$ cat src/rtl/alu_seq_pkg.sv
// Shared definitions for the FRANK6000 gen-2 ALU: opcodes, status bit
// positions and FSM state encodings.
package alu_seq_pkg;

  typedef enum logic [3:0] {
    OP_ZEROW = 4'd0,
    OP_BNOTW = 4'd1,
    OP_NEGTW = 4'd2,
    OP_INCRW = 4'd3,
    OP_DECRW = 4'd4,
    OP_ANDWP = 4'd5,
    OP_IORWP = 4'd6,
    OP_XORWP = 4'd7,
    OP_ADDWP = 4'd8,
    OP_SUBWP = 4'd9,
    OP_CMPWP = 4'd10,
    OP_SHFLW = 4'd11,
    OP_SHFRW = 4'd12,
    OP_ADCWP = 4'd13,
    OP_MULWP = 4'd14,
    OP_RSVD  = 4'd15
  } op_e;

  localparam int ST_Z = 0;
  localparam int ST_N = 1;
  localparam int ST_C = 2;

  typedef enum logic [1:0] {
    S_IDLE  = 2'd0,
    S_SHIFT = 2'd1,
    S_MUL   = 2'd2
  } state_e;

  function automatic logic is_shift_op(input logic [3:0] op);
    return (op == OP_SHFLW) || (op == OP_SHFRW);
  endfunction

endpackage

$ cat src/rtl/alu_seq_comb.sv
// Single-cycle ALU datapath. Shift ops pass W through unchanged: the
// caller only uses that result for a zero-length shift.
module alu_seq_comb
  import alu_seq_pkg::*;
#(
  parameter int WIDTH = 8
) (
  input  logic [3:0]       opcode,
  input  logic [WIDTH-1:0] wreg,
  input  logic [WIDTH-1:0] p,
  input  logic             cflag,
  output logic [WIDTH-1:0] res,
  output logic [2:0]       status
);

  logic [WIDTH:0] sum;
  logic           c;

  always_comb begin
    res = '0;
    c   = 1'b0;
    sum = '0;
    case (op_e'(opcode))
      OP_ZEROW: res = '0;
      OP_BNOTW: res = ~wreg;
      OP_NEGTW: res = '0 - wreg;
      OP_INCRW: res = wreg + WIDTH'(1);
      OP_DECRW: res = wreg - WIDTH'(1);
      OP_ANDWP: res = wreg & p;
      OP_IORWP: res = wreg | p;
      OP_XORWP: res = wreg ^ p;
      OP_ADDWP: begin
        sum = {1'b0, wreg} + {1'b0, p};
        res = sum[WIDTH-1:0];
        c   = sum[WIDTH];
      end
      OP_SUBWP: begin
        res = wreg - p;
        c   = (wreg < p);
      end
      OP_CMPWP: begin
        if ($signed(wreg) > $signed(p))      res = WIDTH'(1);
        else if ($signed(wreg) < $signed(p)) res = '1;
        else                                 res = '0;
      end
      OP_SHFLW, OP_SHFRW: res = wreg;
      OP_ADCWP: begin
        sum = {1'b0, wreg} + {1'b0, p} + {{WIDTH{1'b0}}, cflag};
        res = sum[WIDTH-1:0];
        c   = sum[WIDTH];
      end
      // MULWP (when iterative multiply is absent) and 15 land here
      default: res = '0;
    endcase
    status       = '0;
    status[ST_Z] = (res == '0);
    status[ST_N] = res[WIDTH-1];
    status[ST_C] = c;
  end

endmodule

$ cat src/rtl/alu_seq.sv
// FRANK6000 gen-2 registered ALU with start/busy/done handshake and a
// 1-bit/cycle shifter. Define ALU_MUL_EN to add the shift-add multiplier.
module alu_seq
  import alu_seq_pkg::*;
#(
  parameter int WIDTH = 8,
  parameter int CNTW  = 8
) (
  input  logic             clk,
  input  logic             rst,
  input  logic             start,
  input  logic [3:0]       opcode,
  input  logic [WIDTH-1:0] WREG,
  input  logic [WIDTH-1:0] p,
  output logic             busy,
  output logic             done,
  output logic [WIDTH-1:0] res,
  output logic [2:0]       status
);

  state_e           state_q, state_d;
  logic [CNTW-1:0]  cnt_q;
  logic [WIDTH-1:0] sh_q, sh_nxt;
  logic             dir_q;
  logic             cflag_q;

  logic [WIDTH-1:0] c_res;
  logic [2:0]       c_status;

  logic             accept, launch_sh, last, p_ge;
  logic [CNTW-1:0]  n;

  logic [WIDTH-1:0] it_res;
  logic             it_c;
  logic [2:0]       it_status;

`ifdef ALU_MUL_EN
  logic [2*WIDTH-1:0] acc_q, mcand_q, acc_nxt;
  logic [WIDTH-1:0]   mplier_q;
  logic               launch_mul;
`endif

  alu_seq_comb #(.WIDTH(WIDTH)) u_comb (
    .opcode (opcode),
    .wreg   (WREG),
    .p      (p),
    .cflag  (cflag_q),
    .res    (c_res),
    .status (c_status)
  );

  // Shift counts at or beyond WIDTH saturate, flushing every bit out.
  assign p_ge      = (p >= WIDTH'(WIDTH));
  assign n         = p_ge ? CNTW'(WIDTH) : CNTW'(p);
  assign accept    = start && (state_q == S_IDLE);
  assign launch_sh = accept && is_shift_op(opcode) && (n != '0);
  assign last      = (cnt_q == CNTW'(1));
  assign sh_nxt    = dir_q ? (sh_q >> 1) : (sh_q << 1);

`ifdef ALU_MUL_EN
  assign launch_mul = accept && (opcode == OP_MULWP);
  assign acc_nxt    = acc_q + (mplier_q[0] ? mcand_q : '0);
`endif

  // Final result/flags of an iterative op, taken on its last edge
  always_comb begin
    it_res = sh_nxt;
    it_c   = 1'b0;
`ifdef ALU_MUL_EN
    if (state_q == S_MUL) begin
      it_res = acc_nxt[WIDTH-1:0];
      it_c   = |acc_nxt[2*WIDTH-1:WIDTH];
    end
`endif
    it_status       = '0;
    it_status[ST_Z] = (it_res == '0);
    it_status[ST_N] = it_res[WIDTH-1];
    it_status[ST_C] = it_c;
  end

  always_ff @(posedge clk or posedge rst) begin
    if (rst) state_q <= S_IDLE;
    else     state_q <= state_d;
  end

  always_comb begin
    state_d = state_q;
    case (state_q)
      S_IDLE: begin
        if (launch_sh) state_d = S_SHIFT;
`ifdef ALU_MUL_EN
        else if (launch_mul) state_d = S_MUL;
`endif
      end
      default: if (last) state_d = S_IDLE;
    endcase
  end

  always_comb begin
    busy = (state_q != S_IDLE);
  end

  always_ff @(posedge clk or posedge rst) begin
    if (rst) begin
      res     <= '0;
      status  <= '0;
      done    <= 1'b0;
      cflag_q <= 1'b0;
      cnt_q   <= '0;
      sh_q    <= '0;
      dir_q   <= 1'b0;
`ifdef ALU_MUL_EN
      acc_q    <= '0;
      mcand_q  <= '0;
      mplier_q <= '0;
`endif
    end else begin
      done <= 1'b0;
      if (accept) begin
        sh_q  <= WREG;
        dir_q <= (opcode == OP_SHFRW);
        cnt_q <= n;
`ifdef ALU_MUL_EN
        acc_q    <= '0;
        mcand_q  <= {{WIDTH{1'b0}}, WREG};
        mplier_q <= p;
        if (launch_mul) cnt_q <= CNTW'(WIDTH);
        if (!launch_sh && !launch_mul) begin
`else
        if (!launch_sh) begin
`endif
          res     <= c_res;
          status  <= c_status;
          cflag_q <= c_status[ST_C];
          done    <= 1'b1;
        end
      end else if (state_q != S_IDLE) begin
        sh_q  <= sh_nxt;
        cnt_q <= cnt_q - CNTW'(1);
`ifdef ALU_MUL_EN
        acc_q    <= acc_nxt;
        mcand_q  <= mcand_q << 1;
        mplier_q <= mplier_q >> 1;
`endif
        if (last) begin
          res     <= it_res;
          status  <= it_status;
          cflag_q <= it_status[ST_C];
          done    <= 1'b1;
        end
      end
    end
  end

endmodule

$ cat config.mk
export PLATFORM = sky130hd
export DESIGN_NAME = alu_seq
export DESIGN_NICKNAME = d
export VERILOG_FILES = /design/src/rtl/alu_seq_pkg.sv /design/src/rtl/alu_seq_comb.sv /design/src/rtl/alu_seq.sv
export SDC_FILE = /design/constraint.sdc
export NUM_CORES = 1
export LEC_CHECK = 0
export CAP_MARGIN = 15
export CORE_MARGIN = 1
export CORE_UTILIZATION = 40
export DETAILED_ROUTE_END_ITERATION = 10
export GPL_TIMING_DRIVEN = 0
export SYNTH_ARGS = -nofsm -noshare
export SYNTH_HDL_FRONTEND = slang
export SYNTH_SLANG_ARGS = --single-unit
$ cat constraint.sdc
create_clock -name clk -period 3.9 [get_ports clk]
set_input_delay 0.78 -clock clk [delete_from_list [all_inputs] [get_ports clk]]
set_output_delay 0.78 -clock clk [all_outputs]
set_load 0.005 [all_outputs]
==> results.txt, run 1 <==
Primary FF master, synth = sky130_fd_sc_hd__dfrtp_1
category of the critical setup timing path = input pin to register
Final GP Congestion = 0.9744
initial standard-cell utilization of the core = 41.87%
buffers from clock root to sink, at most = 2
Non-Filler Cell Area, Final = 4758 sq um
FFs w/ async S/R, synth = 100.0%
Detailed Place HPWL = 10700 um
Yosys reg bits = 29
count of final setup violators = 0
HP Class = register to register
width of the die = 101.3 um
area occupied by multi-input gates = 3077 sq um
arrival time at the worst endpoint = 3.94 ns
die area = 10260 sq um
type of element launching the critical path = input pin
fraction of synthesized area in multiplexers = 4.157%
die height = 101.3 um
clock net sink count = 29
global-route wire length before repair = 21890 um
number of synthesized flops with an enable pin = 0
net count after synthesis = 560
overflow left after global routing = 0
Clock Skews = 0.005033 ns
Fin Setup TNS = 0 ns
vias per cell = 6.297
type of destination of the critical path = register
row count = 35
residual DRC count = 0
placed instance count = 661
Cell Pwr Density = 349.0 nW/um^2
average instance area after synthesis = 7.901 sq um
cell area after technology mapping = 3943 sq um
combined global-route utilization of all metal layers = 28.15%
layout filler cell count = 932
Port-buffer cells = 33
number of hold-slack violations in the final timing report = 0
number of buffers created by CTS = 5
DRT iter0 DRCs = 321
worst setup slack before clock tree synthesis = -0.8792 ns
antenna-violating nets left = 0
count of vias placed by the detailed router = 4244
Synth Area in Simple Gates = 26.44%
H-tree lvl count = 2
clock slew at the register clock pins of the worst setup and hold paths = 0.06 ns
fraction of synthesized cell area in xor and xnor cells = 3.554%
placeable core area = 9415 sq um
area fraction in compound gates after synthesis = 28.12%
area taken by flip-flops and latches = 725.7 sq um
PnR Total Power = 1.661 mW
Worst Hold Margin = 0.4877 ns
Util after Layout = 50.54%
number of max-slew violations in the final report = 0
Worst-Margin Slew = 0.8761 ns
number of distinct standard cells referenced by the synthesized netlist = 81
average wire length per cell after detail routing = 20.61 um
Top Ports = 36
area of placed instances = 4439 sq um
Static Leak = 1.990 nW
unrepaired setup endpoints after global routing = no
Max Clock Freq = 0.2658 GHz
total number of yosys warnings = 0
maximum number of pins on one net before global-route repair = 30
outcome = finished, final reports clean
area growth from synthesis to layout = 20.69%
sequential-to-total area share from yosys stat = 18.41%
min setup slack post-route = 0.1374 ns
Cell Count, Final, Fillers Out = 674
sum of routed wire length over all layers = 13890 um
count of inserted antenna diode cells = 0
final worst path period share = 96.48%
number of antenna violations at the first check in global routing = 0
Max rail drop VDD = 0.0001845 V
Post-Synth Adder-Cell Area = 12.63%
clock root buffer = sky130_fd_sc_hd__clkbuf_8
max_slew headroom = 40.85%
clock insertion delay at the later pin of the skew report = 0.28 ns
clock tree from TritonCTS = done
first drt pass iteration count = 7
largest family of logic cells by synthesized area = compound AO/OA/AOI/OAI gates
net count reported at finish = 605
Final min period = 3.763 ns
# Max-Cap Violations = 0
highest net fanout along the worst path = 9
vias in the first global route = 3911
required arrival time at the worst endpoint = 4.07 ns
number of standard cells after synthesis = 499
share of layout cells above drive strength 1 = 12.11%
==> cell type report <==
cell class	count	share of cell area, %
tap	129	3.392
clock inverter	1	0.1052
clock buffer	7	2.025
timing repair buffer	40	8.520
multi-input combinational	408	64.66
buffer	32	3.839
inverter	28	2.209
sequential	29	15.25
==> layer usage <==
layer	vias to the layer above	GRT usage (%)	share of wire, %
met2	184	40.19	42
li1	1960	-	-
met3	38	5.245	7.8
met5	-	0	0
met1	2062	41.53	47
met4	0	10.70	3.8
==> flip-flops by register name, summed over array words and instances (netlist names) <==
signal   count
cnt_q        8
sh_q         8
res          7
status       2
cflag_q      1
dir_q        1
done         1
state_q      1
==> cells by family (layout without fill, tap and decap cells) <==
group	Yosys count	after routing
DFF	29	29
AOI/OAI and AO/OA	152	152
adders and majority gates	38	38
xor gates and xnor gates	16	16
buffers and inverters	62	108
muxes	16	16
and+or+nand+nor	186	186
==> worst max-delay path, cell delays in order <==
cell                            delay (ns)
sky130_fd_sc_hd__dlygate4sd2_1        0.32
sky130_fd_sc_hd__clkbuf_8             0.22
sky130_fd_sc_hd__inv_1                0.09
sky130_fd_sc_hd__ha_1                 0.27
sky130_fd_sc_hd__fa_1                 0.45
sky130_fd_sc_hd__nor3_1               0.21
sky130_fd_sc_hd__a211o_1              0.18
sky130_fd_sc_hd__a2111oi_1            0.10
sky130_fd_sc_hd__o21a_2               0.30
sky130_fd_sc_hd__buf_4                0.17
sky130_fd_sc_hd__nor4_4               0.36
sky130_fd_sc_hd__nand4_1              0.18
sky130_fd_sc_hd__o41ai_2              0.31
==> worst paths after layout <==
check                      startpoint        end  slack, ns  cells after the start
max                           WREG[0]  status[0]       0.14                     13
max in group asynchronous         rst       done       2.57                      3
max reg2reg                  cnt_q[2]  status[0]       1.33                      8
min                            res[1]     res[1]       0.49                      2
min reg2reg                    res[1]     res[1]       0.49                      2
min in group asynchronous         rst     res[2]       0.84                      2
==> synthesized netlist by cell type (4+ instances only) <==
cell type / count / share of area (%)
sky130_fd_sc_hd__or3_1: 6 / 0.95
sky130_fd_sc_hd__nor2_1: 36 / 3.4
sky130_fd_sc_hd__o22ai_1: 7 / 1.1
sky130_fd_sc_hd__a21o_1: 7 / 1.3
sky130_fd_sc_hd__o211ai_1: 11 / 2.1
sky130_fd_sc_hd__inv_1: 27 / 2.6
sky130_fd_sc_hd__mux2i_1: 13 / 3.3
sky130_fd_sc_hd__or4_1: 4 / 0.76
sky130_fd_sc_hd__dfrtp_1: 29 / 18
sky130_fd_sc_hd__and2_1: 4 / 0.63
sky130_fd_sc_hd__nand2b_1: 13 / 2.1
sky130_fd_sc_hd__ha_1: 35 / 11
sky130_fd_sc_hd__nor3_1: 18 / 2.3
sky130_fd_sc_hd__nor2b_1: 15 / 2.4
sky130_fd_sc_hd__xor2_1: 8 / 1.8
sky130_fd_sc_hd__xnor2_1: 8 / 1.8
sky130_fd_sc_hd__nand3b_1: 6 / 1.1
sky130_fd_sc_hd__a221oi_1: 8 / 1.8
sky130_fd_sc_hd__nand3_1: 20 / 2.5
sky130_fd_sc_hd__a211o_1: 4 / 0.89
sky130_fd_sc_hd__o21ai_0: 26 / 3.3
sky130_fd_sc_hd__nand2_1: 28 / 2.7
sky130_fd_sc_hd__a21oi_1: 20 / 2.5
sky130_fd_sc_hd__nor4_1: 4 / 0.63
sky130_fd_sc_hd__a211oi_1: 12 / 2.3
sky130_fd_sc_hd__buf_2: 10 / 1.3
sky130_fd_sc_hd__clkbuf_1: 18 / 1.7
sky130_fd_sc_hd__o31ai_1: 9 / 1.7
sky130_fd_sc_hd__nor3b_1: 4 / 0.76
==> layout by cell type (no fill, tap or decap), types with 7 or more instances in the layout <==
master,n
sky130_fd_sc_hd__a21oi_1,20
sky130_fd_sc_hd__nand2b_1,12
sky130_fd_sc_hd__nand3_1,20
sky130_fd_sc_hd__o211ai_1,11
sky130_fd_sc_hd__o22ai_1,7
sky130_fd_sc_hd__clkdlybuf4s50_1,26
sky130_fd_sc_hd__a211oi_1,11
sky130_fd_sc_hd__clkbuf_8,8
sky130_fd_sc_hd__nand2_1,28
sky130_fd_sc_hd__mux2i_1,13
sky130_fd_sc_hd__o21ai_0,25
sky130_fd_sc_hd__xor2_1,7
sky130_fd_sc_hd__xnor2_1,8
sky130_fd_sc_hd__ha_1,34
sky130_fd_sc_hd__nor3_1,17
sky130_fd_sc_hd__a21o_1,7
sky130_fd_sc_hd__nor2b_1,15
sky130_fd_sc_hd__inv_1,27
sky130_fd_sc_hd__o31ai_1,9
sky130_fd_sc_hd__clkbuf_1,15
sky130_fd_sc_hd__a221oi_1,7
sky130_fd_sc_hd__nor2_1,36
sky130_fd_sc_hd__buf_4,11
sky130_fd_sc_hd__dfrtp_1,29
==> report_power, final <==
group | total, mW | switching, mW | internal, mW
combinational | 0.879 | 0.476 | 0.403
clock | 0.275 | 0.116 | 0.159
sequential | 0.507 | 0.0880 | 0.419
total | 1.66 | 0.679 | 0.981
==> repair_timing <==
item,in CTS,in global routing
setup endpoints to repair,7,10
hold buffers,0,0
buffers inserted,3,3
pin swaps,4,6
endpoints found under the hold margin,0,0
resized for setup,15,40
(Power assumes the default switching activity.)
==> inputs of run 2 (changes only) <==
--- a/config.mk
+++ b/config.mk
@@ -10,6 +10,7 @@
 export CORE_UTILIZATION = 40
 export DETAILED_ROUTE_END_ITERATION = 10
 export GPL_TIMING_DRIVEN = 0
+export MAX_ROUTING_LAYER = met4
 export SYNTH_ARGS = -nofsm -noshare
 export SYNTH_HDL_FRONTEND = slang
 export SYNTH_SLANG_ARGS = --single-unit
==> run 2 against run 1 <==
Effect of this change:
- count of clock-buffer cells in the layout is the same
- flip-flop and latch count is the same
- maximum frequency shrank 0.58%
- critical path type unchanged
- critical endpoint unchanged
- largest cell class unchanged
- largest power group unchanged
==> results.txt, run 2 (synthesized netlist as in run 1, its figures left out) <==
number of buffers created by CTS = 5
most used cells in the layout excluding fill and tap cells = sky130_fd_sc_hd__nor2_1 (36), sky130_fd_sc_hd__ha_1 (33), sky130_fd_sc_hd__dfrtp_1 (29)
die area = 10260 sq um
worst reg2reg setup slack = 1.33 ns
Worst Reg2Reg Path Length in Cells = 8
biggest regs = cnt_q x8, sh_q x8, res x7
most common library cell in the layout ignoring fill and taps = sky130_fd_sc_hd__nor2_1
capture point of the critical path = status[0]
highest net fanout along the worst path = 10
Max Clock Freq = 0.2642 GHz
Worst Hold Margin = 0.4814 ns
required arrival time at the worst endpoint = 4.08 ns
HP Class = register to register
residual DRC count = 0
category of the critical setup timing path = input pin to register
type of destination of the critical path = register
H-tree lvl count = 2
area of placed instances = 4439 sq um
Final min period = 3.784 ns
DRT iter0 DRCs = 263
startpoint of the worst register-to-register path = cnt_q[2]
sum of routed wire length over all layers = 13900 um
max_slew headroom = 42.95%
clock root buffer = sky130_fd_sc_hd__clkbuf_8
Worst-Margin Slew = 0.8447 ns
number of antenna violations at the first check in global routing = 0
Cell Count, Final, Fillers Out = 673
clock net sink count = 29
Max rail drop VDD = 0.0001961 V
vias per cell = 6.288
global-route wire length before repair = 21790 um
vias in the first global route = 3982
die height = 101.3 um
Clock Skews = 0.008661 ns
Final GP Congestion = 0.9950
clock tree from TritonCTS = done
buffers from clock root to sink, at most = 2
initial standard-cell utilization of the core = 41.87%
count of final setup violators = 0
placeable core area = 9415 sq um
width of the die = 101.3 um
maximum number of pins on one net before global-route repair = 30
Detailed Place HPWL = 10900 um
Util after Layout = 50.29%
clock slew at the register clock pins of the worst setup and hold paths = 0.07 ns
net count reported at finish = 604
count of inserted antenna diode cells = 0
number of hold-slack violations in the final timing report = 0
area growth from synthesis to layout = 20.09%
Non-Filler Cell Area, Final = 4735 sq um
row count = 35
arrival time at the worst endpoint = 3.97 ns
overflow left after global routing = 0
Port-buffer cells = 33
count of vias placed by the detailed router = 4232
share of layout cells above drive strength 1 = 11.95%
# Max-Cap Violations = 0
number of max-slew violations in the final report = 0
type of element launching the critical path = input pin
final worst path period share = 97.04%
clock insertion delay at the later pin of the skew report = 0.29 ns
layout filler cell count = 930
unrepaired setup endpoints after global routing = no
origin of the worst setup path = opcode[2]
antenna-violating nets left = 0
combined global-route utilization of all metal layers = 29.02%
outcome = finished, final reports clean
Cell Pwr Density = 350.2 nW/um^2
Reg2Reg Capture Point = status[0]
Top Ports = 36
placed instance count = 661
Static Leak = 1.982 nW
average wire length per cell after detail routing = 20.65 um
first drt pass iteration count = 5
run 2: cell types whose count changed in the layout (fill, tap and decap cells not counted), moves of 2 or more:
| cell | previous run | this run |
|---|---|---|
| sky130_fd_sc_hd__clkbuf_4 | 0 | 3 |
| sky130_fd_sc_hd__buf_6 | 4 | 2 |
| sky130_fd_sc_hd__a211oi_2 | 0 | 2 |
| sky130_fd_sc_hd__buf_4 | 11 | 8 |
run 2: through the flow:
step	setup slack [ns]	setup TNS, ns	power, mW
3_3_place_gp	-0.9059	-5.161	1.329
3_5_place_dp	-0.8676	-4.965	1.344
6_report	0.1155	0	1.658
4_1_cts	0.02543	0	1.634
2_1_floorplan	0.2469	0	1.032
5_1_grt	0.007730	0	1.785
run 2: report_power, final:
group | switching (mW) | total, mW | internal [mW] | leakage (nW)
clock network | 0.117 | 0.277 | 0.159 | 0.0542
logic | 0.474 | 0.876 | 0.402 | 1.56
registers | 0.0867 | 0.505 | 0.418 | 0.367
total | 0.678 | 1.66 | 0.980 | 1.98
run 2: timing repair:
| action | CTS | global route |
|---|---|---|
| resized for setup | 15 | 29 |
| pin swaps | 3 | 3 |
| setup endpoints to repair | 7 | 10 |
| buffers inserted | 3 | 2 |
| hold buffers | 0 | 0 |
| endpoints found under the hold margin | 0 | 0 |
run 2: critical path, cell delays in order:
cell	delay, ns
sky130_fd_sc_hd__clkdlybuf4s50_1	0.52
sky130_fd_sc_hd__buf_6	0.15
sky130_fd_sc_hd__nand2b_1	0.16
sky130_fd_sc_hd__nor3_4	0.30
sky130_fd_sc_hd__buf_6	0.18
sky130_fd_sc_hd__ha_2	0.32
sky130_fd_sc_hd__a211oi_2	0.19
sky130_fd_sc_hd__nor3b_1	0.07
sky130_fd_sc_hd__or4_4	0.52
sky130_fd_sc_hd__nor4_4	0.31
sky130_fd_sc_hd__nand4_1	0.16
sky130_fd_sc_hd__o41ai_2	0.32
run 2: cell type report:
class                           instances  area (sq um)  area share, %
Buffer                                 32         172.7          3.647
Clock buffer                            7         96.34          2.035
Clock inverter                          1         5.005         0.1057
Inverter                               28         105.1          2.220
Multi-Input combinational cell        408          3065          64.75
Sequential cell                        29         725.7          15.33
Tap cell                              129         161.4          3.409
Timing Repair Buffer                   39         402.9          8.510
run 2: worst min-delay path by stage:
stage                  start       end  slack (ns)  depth (start not counted)
detailed placement    res[0]    res[0]        0.47                          2
finish                res[0]    res[0]        0.48                          2
CTS                   res[0]    res[0]        0.49                          2
floorplan           cnt_q[5]  cnt_q[5]        0.45                          1
global route        cnt_q[5]  cnt_q[5]        0.52                          1
global placement    cnt_q[5]  cnt_q[5]        0.47                          1
run 2: layer usage:
layer | share of wire, % | GRT usage (%)
met5 | 0 | -
met3 | 7.1 | 5.935
met2 | 43 | 41.44
met4 | 3.3 | 11.59
met1 | 46 | 39.70
==> inputs of run 3 (changes only) <==
--- a/config.mk
+++ b/config.mk
@@ -11,6 +11,7 @@
 export DETAILED_ROUTE_END_ITERATION = 10
 export GPL_TIMING_DRIVEN = 0
 export MAX_ROUTING_LAYER = met4
+export SLEW_MARGIN = 20
 export SYNTH_ARGS = -nofsm -noshare
 export SYNTH_HDL_FRONTEND = slang
 export SYNTH_SLANG_ARGS = --single-unit
==> run 3 against run 2 <==
Effect of this change:
- flip-flop and latch count unchanged
- setup slack got worse by 0.0019 ns
- die area stayed put
- power decreased by 0.19%
- critical path depth is 2 lower
- final cell count shrank 0.15%
- sequential share of layout area increased by 0.090 points
- sequential power about the same
- clock skew barely moved
- routed wire length down 0.17%
- maximum frequency about the same
- final area decreased by 0.58%
- critical endpoint unchanged
- largest power group unchanged
- highest routed layer unchanged
==> results.txt, run 3 (synthesized netlist as in run 1, its figures left out) <==
outcome = finished, final reports clean
Max Clock Freq = 0.2641 GHz
Max rail drop VDD = 0.0001962 V
Clock Skews = 0.008759 ns
row count = 35
most common library cell in the layout ignoring fill and taps = sky130_fd_sc_hd__nor2_1
number of buffers created by CTS = 5
number of hold-slack violations in the final timing report = 0
first drt pass iteration count = 5
required arrival time at the worst endpoint = 4.08 ns
antenna-violating nets left = 0
unrepaired setup endpoints after global routing = no
net count reported at finish = 603
biggest regs = cnt_q x8, sh_q x8, res x7
overflow left after global routing = 0
die height = 101.3 um
count of inserted antenna diode cells = 0
highest net fanout along the worst path = 11
clock tree from TritonCTS = done
category of the critical setup timing path = input pin to register
count of vias placed by the detailed router = 4228
startpoint of the worst register-to-register path = cnt_q[2]
type of destination of the critical path = register
sum of routed wire length over all layers = 13870 um
area of placed instances = 4439 sq um
area growth from synthesis to layout = 19.39%
Cell Pwr Density = 351.6 nW/um^2
average wire length per cell after detail routing = 20.64 um
Worst Hold Launch = res[0]
placeable core area = 9415 sq um
worst stage delay on the critical path = 0.54 ns
clock net sink count = 29
Crit. path cell count = 10
clock insertion delay at the later pin of the skew report = 0.29 ns
most used cells in the layout excluding fill and tap cells = sky130_fd_sc_hd__nor2_1 (36), sky130_fd_sc_hd__ha_1 (33), sky130_fd_sc_hd__dfrtp_1 (29)
Util after Layout = 49.99%
number of buffers and inverters on the critical path = 2
Top Ports = 36
# Max-Cap Violations = 0
gate family responsible for the most delay along the worst path = compound AO/OA/AOI/OAI gates
Cells on Worst Hold Path = 2
cells along the critical path = clkdlybuf4s15_1 -> inv_1 -> ha_1 -> a211oi_2 -> o2111ai_1 -> nor4_2 -> nand3_1 -> mux2i_1 -> nand4_1 -> o41ai_2
PnR Total Power = 1.655 mW
type of element launching the critical path = input pin
max_slew headroom = 41.92%
global-route wire length before repair = 21790 um
HP Class = register to register
vias in the first global route = 3982
H-tree lvl count = 2
Static Leak = 1.968 nW
Worst-Margin Slew = 0.8600 ns
arrival time at the worst endpoint = 3.97 ns
Port-buffer cells = 33
residual DRC count = 0
vias per cell = 6.292
buffers from clock root to sink, at most = 2
Final min period = 3.786 ns
Final GP Congestion = 0.9950
origin of the worst setup path = WREG[1]
share of layout cells above drive strength 1 = 11.97%
number of antenna violations at the first check in global routing = 0
maximum number of pins on one net before global-route repair = 30
DRT iter0 DRCs = 274
total of hold buffers inserted after clock tree synthesis = 0
die area = 10260 sq um
layout filler cell count = 935
initial standard-cell utilization of the core = 41.87%
combined global-route utilization of all metal layers = 29.02%
final worst path period share = 97.09%
Fin Setup TNS = 0 ns
number of max-slew violations in the final report = 0
count of final setup violators = 0
Detailed Place HPWL = 10900 um
Non-Filler Cell Area, Final = 4707 sq um
slowest cell on the critical path = sky130_fd_sc_hd__clkdlybuf4s15_1
clock slew at the register clock pins of the worst setup and hold paths = 0.07 ns
Worst Reg2Reg Path Length in Cells = 8
width of the die = 101.3 um
clock root buffer = sky130_fd_sc_hd__clkbuf_8
[run 3: cell count changes in the layout (fill, tap and decap cells not counted)]
cell | before | now
sky130_fd_sc_hd__buf_16 | 1 | 0
sky130_fd_sc_hd__inv_1 | 27 | 26
sky130_fd_sc_hd__inv_2 | 1 | 2
[run 3: report_power, final]
group	internal [mW]	leakage [nW]	switching (mW)	total (mW)
Combinational	0.399	1.55	0.472	0.871
Clock	0.159	0.0542	0.119	0.278
Sequential	0.418	0.367	0.0868	0.505
[run 3: routing by layer]
layer	GRT usage (%)	wire length [um]
met5	-	0
met4	11.59	580
met3	5.935	1029
met2	41.44	5872
met1	39.70	6390
[run 3: path summary, 6_finish.rpt]
kind                            slack, ns         to
worst max register to register       1.32  status[0]
worst min-delay path                 0.48     res[0]
worst max-delay path                 0.11  status[0]
max in group asynchronous            2.61  status[1]
min in group asynchronous            0.89     res[2]
worst min register to register       0.48     res[0]
[run 3: metrics by stage]
| stage | setup slack [ns] | hold WS, ns | cells |
|---|---|---|---|
| global route | 0.007730 | 0.5225 | 672 |
| detailed placement | -0.8676 | 0.4702 | 661 |
| finish | 0.1136 | 0.4829 | 672 |
| floorplan | 0.2469 | 0.4480 | 499 |
| global placement | -0.9059 | 0.4721 | 661 |
| CTS | 0.02543 | 0.4856 | 670 |
[run 3: worst register-to-register path, stage by stage, from the launching register on]
cell and delay (ns):
sky130_fd_sc_hd__dfrtp_1 0.43, sky130_fd_sc_hd__or4_1 0.55, sky130_fd_sc_hd__nor2_1 0.14, sky130_fd_sc_hd__nand3b_1 0.20, sky130_fd_sc_hd__nor2_1 0.37, sky130_fd_sc_hd__nor2_2 0.16, sky130_fd_sc_hd__inv_2 0.16, sky130_fd_sc_hd__nand4_1 0.13
sky130_fd_sc_hd__o41ai_2 0.32
[run 3: final cells by class]
type	count	area [sq um]	share of cell area, %
Clock inverter	1	5.005	0.1063
Clock buffer	7	96.34	2.047
Sequential cell	29	725.7	15.42
Timing Repair Buffer	38	375.4	7.974
Inverter	28	105.1	2.233
Buffer	32	172.7	3.668
Tap cell	129	161.4	3.429
Multi-Input combinational cell	408	3065	65.12
[run 3: what timing repair did]
item                       4_1_cts  5_1_grt
pin swaps                        3        3
gates resized for setup         15       29
buffers inserted                 3        2
gates cloned                     0        0
setup endpoints to repair        7       10
